==> src/rtl/line_pulse_rx.sv <==
// Pulse-width monitor for an asynchronous single-bit wire. Each completed high or low
// pulse is measured in clk cycles and presented as an event in a one-entry valid/ready slot.
module line_pulse_rx #(
    parameter int unsigned SYNC_STAGES = 2,
    parameter int unsigned CNT_W       = 16,
    parameter int unsigned MIN_PULSE   = 2
) (
    input  logic             clk,
    input  logic             rst_n,
    input  logic             line_i,
    input  logic             en,
    input  logic             clr,
    output logic             line_sync,
    output logic             evt_valid,
    input  logic             evt_ready,
    output logic             evt_level,
    output logic [CNT_W-1:0] evt_width,
    output logic             evt_sat,
    output logic [CNT_W-1:0] glitch_cnt,
    output logic [CNT_W-1:0] drop_cnt
);

    localparam logic [CNT_W-1:0] WMax = {CNT_W{1'b1}};
    localparam logic [CNT_W-1:0] WOne = CNT_W'(1);
    localparam logic [CNT_W-1:0] MinW = CNT_W'(MIN_PULSE);

    typedef enum logic [1:0] {StIdle, StArmed, StMeas} state_e;

    logic [SYNC_STAGES-1:0] sync_q;
    logic                   line_sync_d;
    state_e                 state_q;
    logic [CNT_W-1:0]       w_q;

    logic edge_det;
    logic meas_edge;
    logic glitch;
    logic offer;
    logic xfer;

    assign line_sync = sync_q[SYNC_STAGES-1];
    assign edge_det  = line_sync ^ line_sync_d;
    assign meas_edge = (state_q == StMeas) && en && edge_det;
    assign glitch    = meas_edge && (w_q < MinW);
    assign offer     = meas_edge && !glitch;
    assign xfer      = evt_valid && evt_ready;

    always_ff @(posedge clk or negedge rst_n) begin
        if (!rst_n) begin
            sync_q      <= '0;
            line_sync_d <= 1'b0;
        end else begin
            sync_q      <= {sync_q[SYNC_STAGES-2:0], line_i};
            line_sync_d <= line_sync;
        end
    end

    always_ff @(posedge clk or negedge rst_n) begin
        if (!rst_n) begin
            state_q    <= StIdle;
            w_q        <= '0;
            evt_valid  <= 1'b0;
            evt_level  <= 1'b0;
            evt_width  <= '0;
            evt_sat    <= 1'b0;
            glitch_cnt <= '0;
            drop_cnt   <= '0;
        end else begin
            // The level present before the first edge has unknown length, so ARMED
            // only starts the count and never reports.
            unique case (state_q)
                StIdle: begin
                    w_q <= '0;
                    if (en) state_q <= StArmed;
                end
                StArmed: begin
                    if (!en) begin
                        state_q <= StIdle;
                    end else if (edge_det) begin
                        w_q     <= WOne;
                        state_q <= StMeas;
                    end
                end
                StMeas: begin
                    if (!en) begin
                        state_q <= StIdle;
                        w_q     <= '0;
                    end else if (edge_det) begin
                        w_q <= WOne;
                    end else if (w_q != WMax) begin
                        w_q <= w_q + WOne;
                    end
                end
                default: begin
                    state_q <= StIdle;
                    w_q     <= '0;
                end
            endcase

            // A transfer in the same cycle frees the slot for the new offer.
            if (offer && (!evt_valid || xfer)) begin
                evt_valid <= 1'b1;
                evt_level <= line_sync_d;
                evt_width <= w_q;
                evt_sat   <= (w_q == WMax);
            end else if (xfer) begin
                evt_valid <= 1'b0;
            end

            if (clr) begin
                glitch_cnt <= '0;
            end else if (glitch && (glitch_cnt != WMax)) begin
                glitch_cnt <= glitch_cnt + WOne;
            end

            if (clr) begin
                drop_cnt <= '0;
            end else if (offer && evt_valid && !xfer && (drop_cnt != WMax)) begin
                drop_cnt <= drop_cnt + WOne;
            end
        end
    end

endmodule

==> config.mk <==
export PLATFORM = sky130hd
export DESIGN_NAME = line_pulse_rx
export DESIGN_NICKNAME = d
export VERILOG_FILES = /design/src/rtl/line_pulse_rx.sv
export SDC_FILE = /design/constraint.sdc
export NUM_CORES = 1
export LEC_CHECK = 0
export ABC_AREA = 1
export CELL_PAD_IN_SITES_DETAIL_PLACEMENT = 0
export CELL_PAD_IN_SITES_GLOBAL_PLACEMENT = 1
export CORE_ASPECT_RATIO = 1.75
export CORE_MARGIN = 2
export CORE_UTILIZATION = 30
export CTS_CLUSTER_DIAMETER = 200
export DETAILED_ROUTE_END_ITERATION = 8
export PLACE_DENSITY = 0.64
export SETUP_SLACK_MARGIN = 0.05
export SLEW_MARGIN = 5
export SYNTH_ARGS = -nofsm -noshare
export SYNTH_HDL_FRONTEND = slang
export SYNTH_SLANG_ARGS = --single-unit
==> constraint.sdc <==
create_clock -name clk -period 3.2 [get_ports clk]
set_clock_uncertainty 0.2 [all_clocks]
set_input_delay 0.64 -clock clk [delete_from_list [all_inputs] [get_ports clk]]
set_output_delay 0.64 -clock clk [all_outputs]
set_load 0.02 [all_outputs]
# Word-level counts from Yosys, hierarchy flattened
# Cells that the tools add are included.
dict set report classes {
  add_sub_neg 3
  mul 0
  div_mod_pow 0
  magnitude_cmp 1
  n_eq_ne 12
  n_shift 0
  mux 17
  bitwise_logic 1
  reduce_logical 20
}
# cell n
set ops {}
lappend ops {{16-bit 2-to-1 mux} 9}
lappend ops {{16-bit by 1-bit adder with 16-bit output (second input constant)} 3}
lappend ops {{16-bit inequality test (second input constant)} 3}
lappend ops {{16-bit case mux with 2 select lines} 1}
lappend ops {{16-bit == test (second input constant)} 1}
lappend ops {{16-bit by 2-bit < comparator with 1-bit output (second input constant)} 1}
lappend ops {{1-bit logical AND} 10}
lappend ops {{2-bit 2-to-1 mux} 4}
lappend ops {{2-bit inequality test (second input constant)} 4}
lappend ops {{2-bit case mux with 3 select lines} 1}
lappend ops {{3-bit AND reduction} 2}
lappend ops {{2-bit nonzero test} 3}
lappend ops {{4-bit by 3-bit inequality test with 1-bit output (second input constant)} 1}
lappend ops {{1-bit logical NOT} 3}
lappend ops {{3-bit inequality test (second input constant)} 1}
lappend ops {{2-bit by 1-bit == test with 1-bit output (second input constant)} 1}
lappend ops {{2-bit == test (second input constant)} 1}
lappend ops {{2-bit logical NOT} 1}
lappend ops {{1-bit 2-to-1 mux} 2}
lappend ops {{1-bit logical OR} 1}
lappend ops {{1-bit bitwise XOR} 1}
dict set report totals {
  regBits 72
  latchBits 0
  ram_bits 0
  mem_bits_ro 0
  output_inout_bits 52
  elab_cells 64
  memories 0
}

# Logic depth before layout (Yosys ltp)
# Gate-level depths: netlist (run 1).
dict set report logic_depth {
  ltp_word 11
  ltp_mapped 11
}

# Least setup slack after synthesis (run 1)
# Ideal clock, no wire load.
dict set report synth_path {
  path_type {register -> register}
  from {reg drop_cnt[0]}
  to {reg drop_cnt[4]}
  setup_time_ps 119
  arrival_ps 1576
  path_slack_ps 1306
  path_stages_with_launch 11
  path_buffers 1
  cell_sequence {dfrtp_1 -> ha_1 -> nand3_2 -> inv_1 -> nand2_1 -> inv_1 -> nand2_1 -> nand4_2 -> buf_6 -> nand3_1 -> nand2_1}
}
dict set report synth_between {
  elab_chain_len 3
}
# item line_no
set synth_rtl {}
lappend synth_rtl {{from (decl)} 20} ;# output logic [CNT_W-1:0] drop_cnt
lappend synth_rtl {{from (signal assigned)} 118} ;# drop_cnt <= drop_cnt + WOne;
lappend synth_rtl {{16-bit by 1-bit adder with 16-bit output / 16-bit inequality test (equally long branches)} {118, 117}}
lappend synth_rtl {{16-bit 2-to-1 mux / 1-bit logical AND (equally long branches)} 117} ;# end else if (offer && evt_valid && !xfer && (drop_cnt != WMax)) begin
lappend synth_rtl {{16-bit 2-to-1 mux / 2-bit nonzero test (equally long branches)} --}
# Parallel ways exist; a longest one is shown, timed or not. The select of a mux whose other input is x is not followed.
# A chain may end at the register's enable or synchronous reset.

# Final worst setup path (run 1)
dict set report layout_path {
  from {reg drop_cnt[9]}
  to {out drop_cnt[9]}
}
# No word-level cell between the ends.

==> results.py, run 1 <==
metrics = {
    "clocking": {
        "post-cts-setup-buffers": 0,
        "cts_htree_levels": 3,
        "cts_tree": "built",
        "clock_sinks": 72,
        "holdBufCountCts": 0,
        "clkTransAtPathRegs_ps": 60,
        "clk_path_buf_depth": 2,
        "cts_made_buffers": 9,
        "clk-insertion-delay-late_ps": 340,
        "ctsResizeCount": 0,
        "cts-root-buf": "clkbuf_16",
    },
    "yosys": {
        "muxShareOfSynthArea_pct": 0,
        "synthXorXnorAreaFrac_pct": 3.25,
        "synth-simple-area-share_pct": 40.4,
        "synth_cell_types": 34,
        "synthCells": 615,
        "ys_ff_latch": 72,
        "synth_top_family_by_area": "simple AND/OR/NAND/NOR gates",
        "synth_fa_ha_area_share_pct": 1.64,
        "synth_area_um2": 4580,
        "synth_compound_area_share_pct": 5.60,
        "syn_nets": 627,
        "yosys_warnings": 0,
        "postSynthAreaPerCell_um2": 7.44,
        "yosysSeqAreaShare_pct": 39.4,
    },
    "power_and_ir_drop": {
        "p_leak_nw": 2.64,
        "p_int_w": 0.00167,
        "seq_power_share_pct": 40.5,
        "p_comb_share_pct": 14.4,
        "peakVddDrop_uv": 226,
        "pwr-share-clk_pct": 45.2,
        "p_per_area_nw_per_um2": 421,
        "p_sw_share_pct": 28.6,
        "power_w": 0.00234,
        "p_switching_w": 0.000671,
    },
    "detailed_routing": {
        "antenna_left": 0,
        "dr.pass1.iters": 5,
        "vias": 4082,
        "drc": 0,
        "wirelength_mm": 12.4,
        "first_iter_violations": 154,
        "vias_per_cell": 4.77,
        "routedWlPerCell_um": 14.5,
    },
    "floorplan": {
        "core.rowCount": 59,
        "die_w_um": 97.4,
        "core_region_area_um2": 14900,
        "start_util_pct": 30.7,
        "dieHeight_um": 167,
        "die-area_um2": 16300,
        "num_io_pins": 58,
    },
    "worst_setup_path": {
        "cp-start-kind": "flip-flop",
        "r2r_start": "drop_cnt[0]$_DFFE_PN0P_",
        "crit_chain": "clkdlybuf4s50_1",
        "slowest_delay_ps": 660,
        "cpLargestDelayFamily": "buffers and inverters",
        "worst-setup-path-type": "reg -> out",
        "worstPathRequired_ps": 2360,
        "cp-startpoint": "drop_cnt[9]$_DFFE_PN0P_",
        "path_max_fanout": 6,
        "slowest_stage": "clkdlybuf4s50_1",
        "rr_worst_depth": 9,
        "timing.critical_path.buf_inv": 1,
        "cp-end-kind": "output port",
        "arrival_ps": 1490,
        "crit_cells": 1,
    },
    "finish": {
        "drive_gt1_share_pct": 11.9,
        "nets": 680,
        "antennaDiodeCount": 0,
        "register_area_um2": 1800,
        "multi_input_comb_area_um2": 2330,
        "area_growth_pct": 21.4,
        "mostFrequentLayoutCells": "nand2_1, nand3_1, dfrtp_1, inv_1, nor2_1",
        "mostFrequentLayoutCell": "nand2_1",
        "n_fill_cell": 1588,
    },
    "global_route": {
        "grt_use_total_pct": 15.7,
        "grt_max_degree": 73,
        "gr-total-overflow": 0,
        "grt_pass1_vias": 4233,
        "antenna_found_initial": 0,
        "grt_pass1_wl_mm": 20.8,
    },
    "timing": {
        "min_period_over_period_pct": 72.8,
        "final_max_slew_viol_count": 0,
        "fin_tns_setup_ps": 0,
        "slew_headroom_pct": 35.6,
        "finalSetupViolCount": 0,
        "rsz0062_at_grt": "false",
        "period_minus_slack_ps": 2330,
        "hold-worst-slack_ps": 156,
        "hold_viol": 0,
        "worst_pin_slew_ps": 966,
        "fmaxAchievable_mhz": 430,
    },
    "job": {
        "maxCapViolCount": 0,
    },
    "run_status": {
        "outcome": "finished, final reports clean",
    },
    "placement": {
        "numPortBuffers": 57,
        "dpl.hpwl_mm": 8.86,
        "place_congestion": 0.860,
    },
    "min_path": {
        "min_path_cells": 0,
        "hold_class": "reg -> reg",
        "hold_path.startpoint": "sync_q[0]$_DFF_PN0_",
    },
}
per-stage QoR:
step / worst slack [ps] / area [um2] / utilization, % / std cells
after global placement: 618 / 5250 / 35.2 / 840
after global routing: 697 / 5560 / 37.3 / 856
after CTS: 852 / 5560 / 37.3 / 856
final: 872 / 5560 / 37.3 / 856
after detailed placement: 547 / 5250 / 35.2 / 840
after floorplan: 1310 / 4580 / - / 615
synth_stat cells (all sizes together):
cell type	n	area (um2)
a21oi	5	25.0
buf	19	166
dfrtp	72	1800
ha	6	75.1
inv	73	282
nand2	188	736
nand3	93	538
nand3b	4	30.0
nand4	21	138
nor2	78	370
nor3	6	30.0
o21ai	29	209
o21bai	3	22.5
or2	1	6.26
xnor2	2	17.5
xor2	15	131
registers in the layout, indices dropped and copies added (netlist names):
register / cells
drop_cnt: 16
evt_level: 1
evt_valid: 1
line_sync_d: 1
glitch_cnt: 16
state_q: 2
sync_q: 2
evt_width: 16
evt_sat: 1
w_q: 16
cell families after synthesis:
family,count (synthesis)
AND/OR/NAND/NOR,391
buffers and inverters,92
AO/OA/AOI/OAI,37
flip-flops,72
XOR/XNOR,17
adder cells (fa/ha/maj),6
layout make-up:
type / count / share of cell area [%]
inverters: 73 / 5.06
clock buffers: 11 / 4.55
repair buffers: 61 / 11.0
well taps: 183 / 4.12
clock inverters: 5 / 0.990
flip-flops and latches: 72 / 32.4
multi-input cells: 451 / 41.9
power by group through the flow:
stage,combinational [W],sequential [W],clock (W)
3_5_place_dp,0.000337,0.000966,0
6_report,0.000336,0.000949,0.00106
3_3_place_gp,0.000334,0.000965,0
4_1_cts,0.000340,0.000949,0.00109
2_1_floorplan,0.000231,0.000963,0
5_1_grt,0.000377,0.000950,0.00112
metal layers:
metal	wire length (um)	global-route usage (%)	vias to the layer above
met5	0	0	-
met4	312	5.43	0
met3	249	2.25	20
met2	6840	31.2	66
met1	4980	16.5	1930
li1	-	-	2066
worst paths after layout:
kind | to | slack [ps]
max | drop_cnt[9] | 870
min | sync_q[1]$_DFF_PN0_ | 160
max reg2reg | drop_cnt[12]$_DFFE_PN0P_ | 990
min reg2reg | sync_q[1]$_DFF_PN0_ | 160
max in group asynchronous | evt_level$_DFFE_PN0P_ | 1920
min in group asynchronous | evt_width[8]$_DFFE_PN0P_ | 250
No activity file was read; power rests on OpenSTA's default activity.
==> inputs of run 2 (changes only) <==
--- a/config.mk
+++ b/config.mk
@@ -13,7 +13,7 @@
 export CORE_UTILIZATION = 30
 export CTS_CLUSTER_DIAMETER = 200
 export DETAILED_ROUTE_END_ITERATION = 8
-export PLACE_DENSITY = 0.64
+export PLACE_DENSITY = 0.66
 export SETUP_SLACK_MARGIN = 0.05
 export SLEW_MARGIN = 5
 export SYNTH_ARGS = -nofsm -noshare
==> constraint.sdc (replaced) <==
create_clock -name clk -period 1.9 [get_ports clk]
set_clock_uncertainty 0.2 [all_clocks]
set_input_delay 0.38 -clock clk [delete_from_list [all_inputs] [get_ports clk]]
set_output_delay 0.38 -clock clk [all_outputs]
set_load 0.02 [all_outputs]
==> results.py, run 2 (synthesis results as in run 1) <==
metrics = {
    "job": {
        "maxCapViolCount": 0,
    },
    "timing": {
        "finalSetupViolCount": 0,
        "rsz0062_at_grt": "true",
        "min_period_over_period_pct": 95.1,
        "fmaxAchievable_mhz": 553,
        "hold-worst-slack_ps": 154,
        "period_minus_slack_ps": 1810,
        "slew_headroom_pct": 76.1,
        "fin_tns_setup_ps": 0,
        "hold_viol": 0,
        "final_max_slew_viol_count": 0,
        "worst_pin_slew_ps": 354,
    },
    "floorplan": {
        "core.rowCount": 59,
        "die_w_um": 97.4,
        "die-area_um2": 16300,
        "dieHeight_um": 167,
        "start_util_pct": 30.7,
        "core_region_area_um2": 14900,
        "num_io_pins": 58,
    },
    "worst_setup_path": {
        "cp-end-kind": "output port",
        "arrival_ps": 1230,
        "cp-start-kind": "flip-flop",
        "cpLargestDelayFamily": "flip-flops",
        "worstPathRequired_ps": 1320,
        "slowest_delay_ps": 520,
        "slowest_stage": "dfrtp_1",
        "worst-setup-path-type": "reg -> out",
        "path_max_fanout": 7,
        "crit_chain": "dlygate4sd2_1",
        "timing.critical_path.buf_inv": 1,
    },
    "clocking": {
        "cts-root-buf": "clkbuf_16",
        "clock_sinks": 72,
        "clk-insertion-delay-late_ps": 340,
        "clkTransAtPathRegs_ps": 60,
        "cts_tree": "built",
        "cts_made_buffers": 9,
        "cts_htree_levels": 3,
        "clk_path_buf_depth": 2,
    },
    "finish": {
        "n_fill_cell": 1579,
        "mostFrequentLayoutCells": "nand2_1, nand3_1, dfrtp_1, inv_1, nor2_1",
        "drive_gt1_share_pct": 20.9,
        "register_area_um2": 1800,
        "nets": 734,
        "area_growth_pct": 34.2,
        "mostFrequentLayoutCell": "nand2_1",
        "antennaDiodeCount": 0,
        "multi_input_comb_area_um2": 2430,
    },
    "detailed_routing": {
        "dr.pass1.iters": 4,
        "routedWlPerCell_um": 14.2,
        "vias_per_cell": 4.70,
        "vias": 4276,
        "drc": 0,
        "first_iter_violations": 184,
        "antenna_left": 0,
        "wirelength_mm": 13.0,
    },
    "placement": {
        "numPortBuffers": 57,
        "dpl.hpwl_mm": 9.60,
        "place_congestion": 0.811,
    },
    "global_route": {
        "grt_pass1_vias": 4252,
        "grt_pass1_wl_mm": 21.2,
        "grt_max_degree": 34,
        "antenna_found_initial": 0,
        "gr-total-overflow": 0,
        "grt_use_total_pct": 16.2,
    },
    "power_and_ir_drop": {
        "peakVddDrop_uv": 441,
        "p_leak_nw": 3.22,
        "p_per_area_nw_per_um2": 682,
    },
    "run_status": {
        "outcome": "finished, final reports clean",
    },
    "min_path": {
        "hold_class": "reg -> reg",
    },
}
==> run 2: cell type report <==
| type | count | area share, % |
|---|---|---|
| multi-input combinational | 451 | 39.6 |
| sequential | 72 | 29.3 |
| timing repair buffer | 114 | 17.0 |
| inverter | 73 | 4.97 |
| clock buffer | 12 | 4.34 |
| tap | 183 | 3.73 |
| clock inverter | 4 | 0.835 |
| timing repair inverter | 1 | 0.183 |
==> run 2: timing repair <==
| action | 4_1_cts | 5_1_grt |
|---|---|---|
| gates resized for setup | 58 | 25 |
| hold buffers | 1 | 0 |
| hold endpoints to repair | 42 | 0 |
| endpoints found under the setup margin | 92 | 68 |
| setup buffers | 2 | 3 |
| cloned | 1 | 2 |
| pin swaps | 3 | 8 |
==> run 2: where the power goes <==
part | switching [W] | total [W] | internal, W | leakage (nW)
Clock | 0.000682 | 0.00181 | 0.00112 | 0.155
Sequential | 0.0000290 | 0.00160 | 0.00157 | 0.994
Combinational | 0.000462 | 0.000785 | 0.000324 | 2.07
==> run 2: final timing paths <==
path | startpoint | end | slack [ps] | depth (start not counted)
worst max register to register | state_q[0]$_DFFE_PN0P_ | glitch_cnt[12]$_DFFE_PN0P_ | 120 | 10
min in group asynchronous | rst_n | glitch_cnt[11]$_DFFE_PN0P_ | 240 | 2
worst min-delay path | sync_q[0]$_DFF_PN0_ | sync_q[1]$_DFF_PN0_ | 150 | 0
worst min register to register | sync_q[0]$_DFF_PN0_ | sync_q[1]$_DFF_PN0_ | 150 | 0
max in group asynchronous | rst_n | w_q[0]$_DFFE_PN0P_ | 760 | 3
worst max-delay path | drop_cnt[3]$_DFFE_PN0P_ | drop_cnt[3] | 90 | 1
==> run 2: per-stage QoR <==
| step | worst slack, ps | utilization, % | total power [W] | instance area (um2) | std cells |
|---|---|---|---|---|---|
| finish | 92.4 | 41.2 | 0.00419 | 6140 | 910 |
| global route | 18.0 | 41.2 | 0.00437 | 6140 | 910 |
| CTS | 47.5 | 40.2 | 0.00416 | 5990 | 905 |
| detailed placement | -235 | 38.0 | 0.00233 | 5670 | 885 |
| global placement | -193 | 38.0 | 0.00231 | 5670 | 885 |
| floorplan | 51.7 | - | 0.00201 | 4580 | 615 |
==> run 2: metal layers <==
| layer | share of wire, % | global-route usage (%) |
|---|---|---|
| met5 | 0 | 0 |
| met4 | 2.2 | 6.22 |
| met3 | 2.6 | 2.21 |
| met2 | 57 | 32.3 |
| met1 | 38 | 16.6 |
==> inputs of run 3 (changes only) <==
--- a/config.mk
+++ b/config.mk
@@ -6,6 +6,7 @@
 export NUM_CORES = 1
 export LEC_CHECK = 0
 export ABC_AREA = 1
+export CAP_MARGIN = 20
 export CELL_PAD_IN_SITES_DETAIL_PLACEMENT = 0
 export CELL_PAD_IN_SITES_GLOBAL_PLACEMENT = 1
 export CORE_ASPECT_RATIO = 1.75
==> results of run 3 <==
No change in the layout: final DEF, timing and power equal those of run 2.
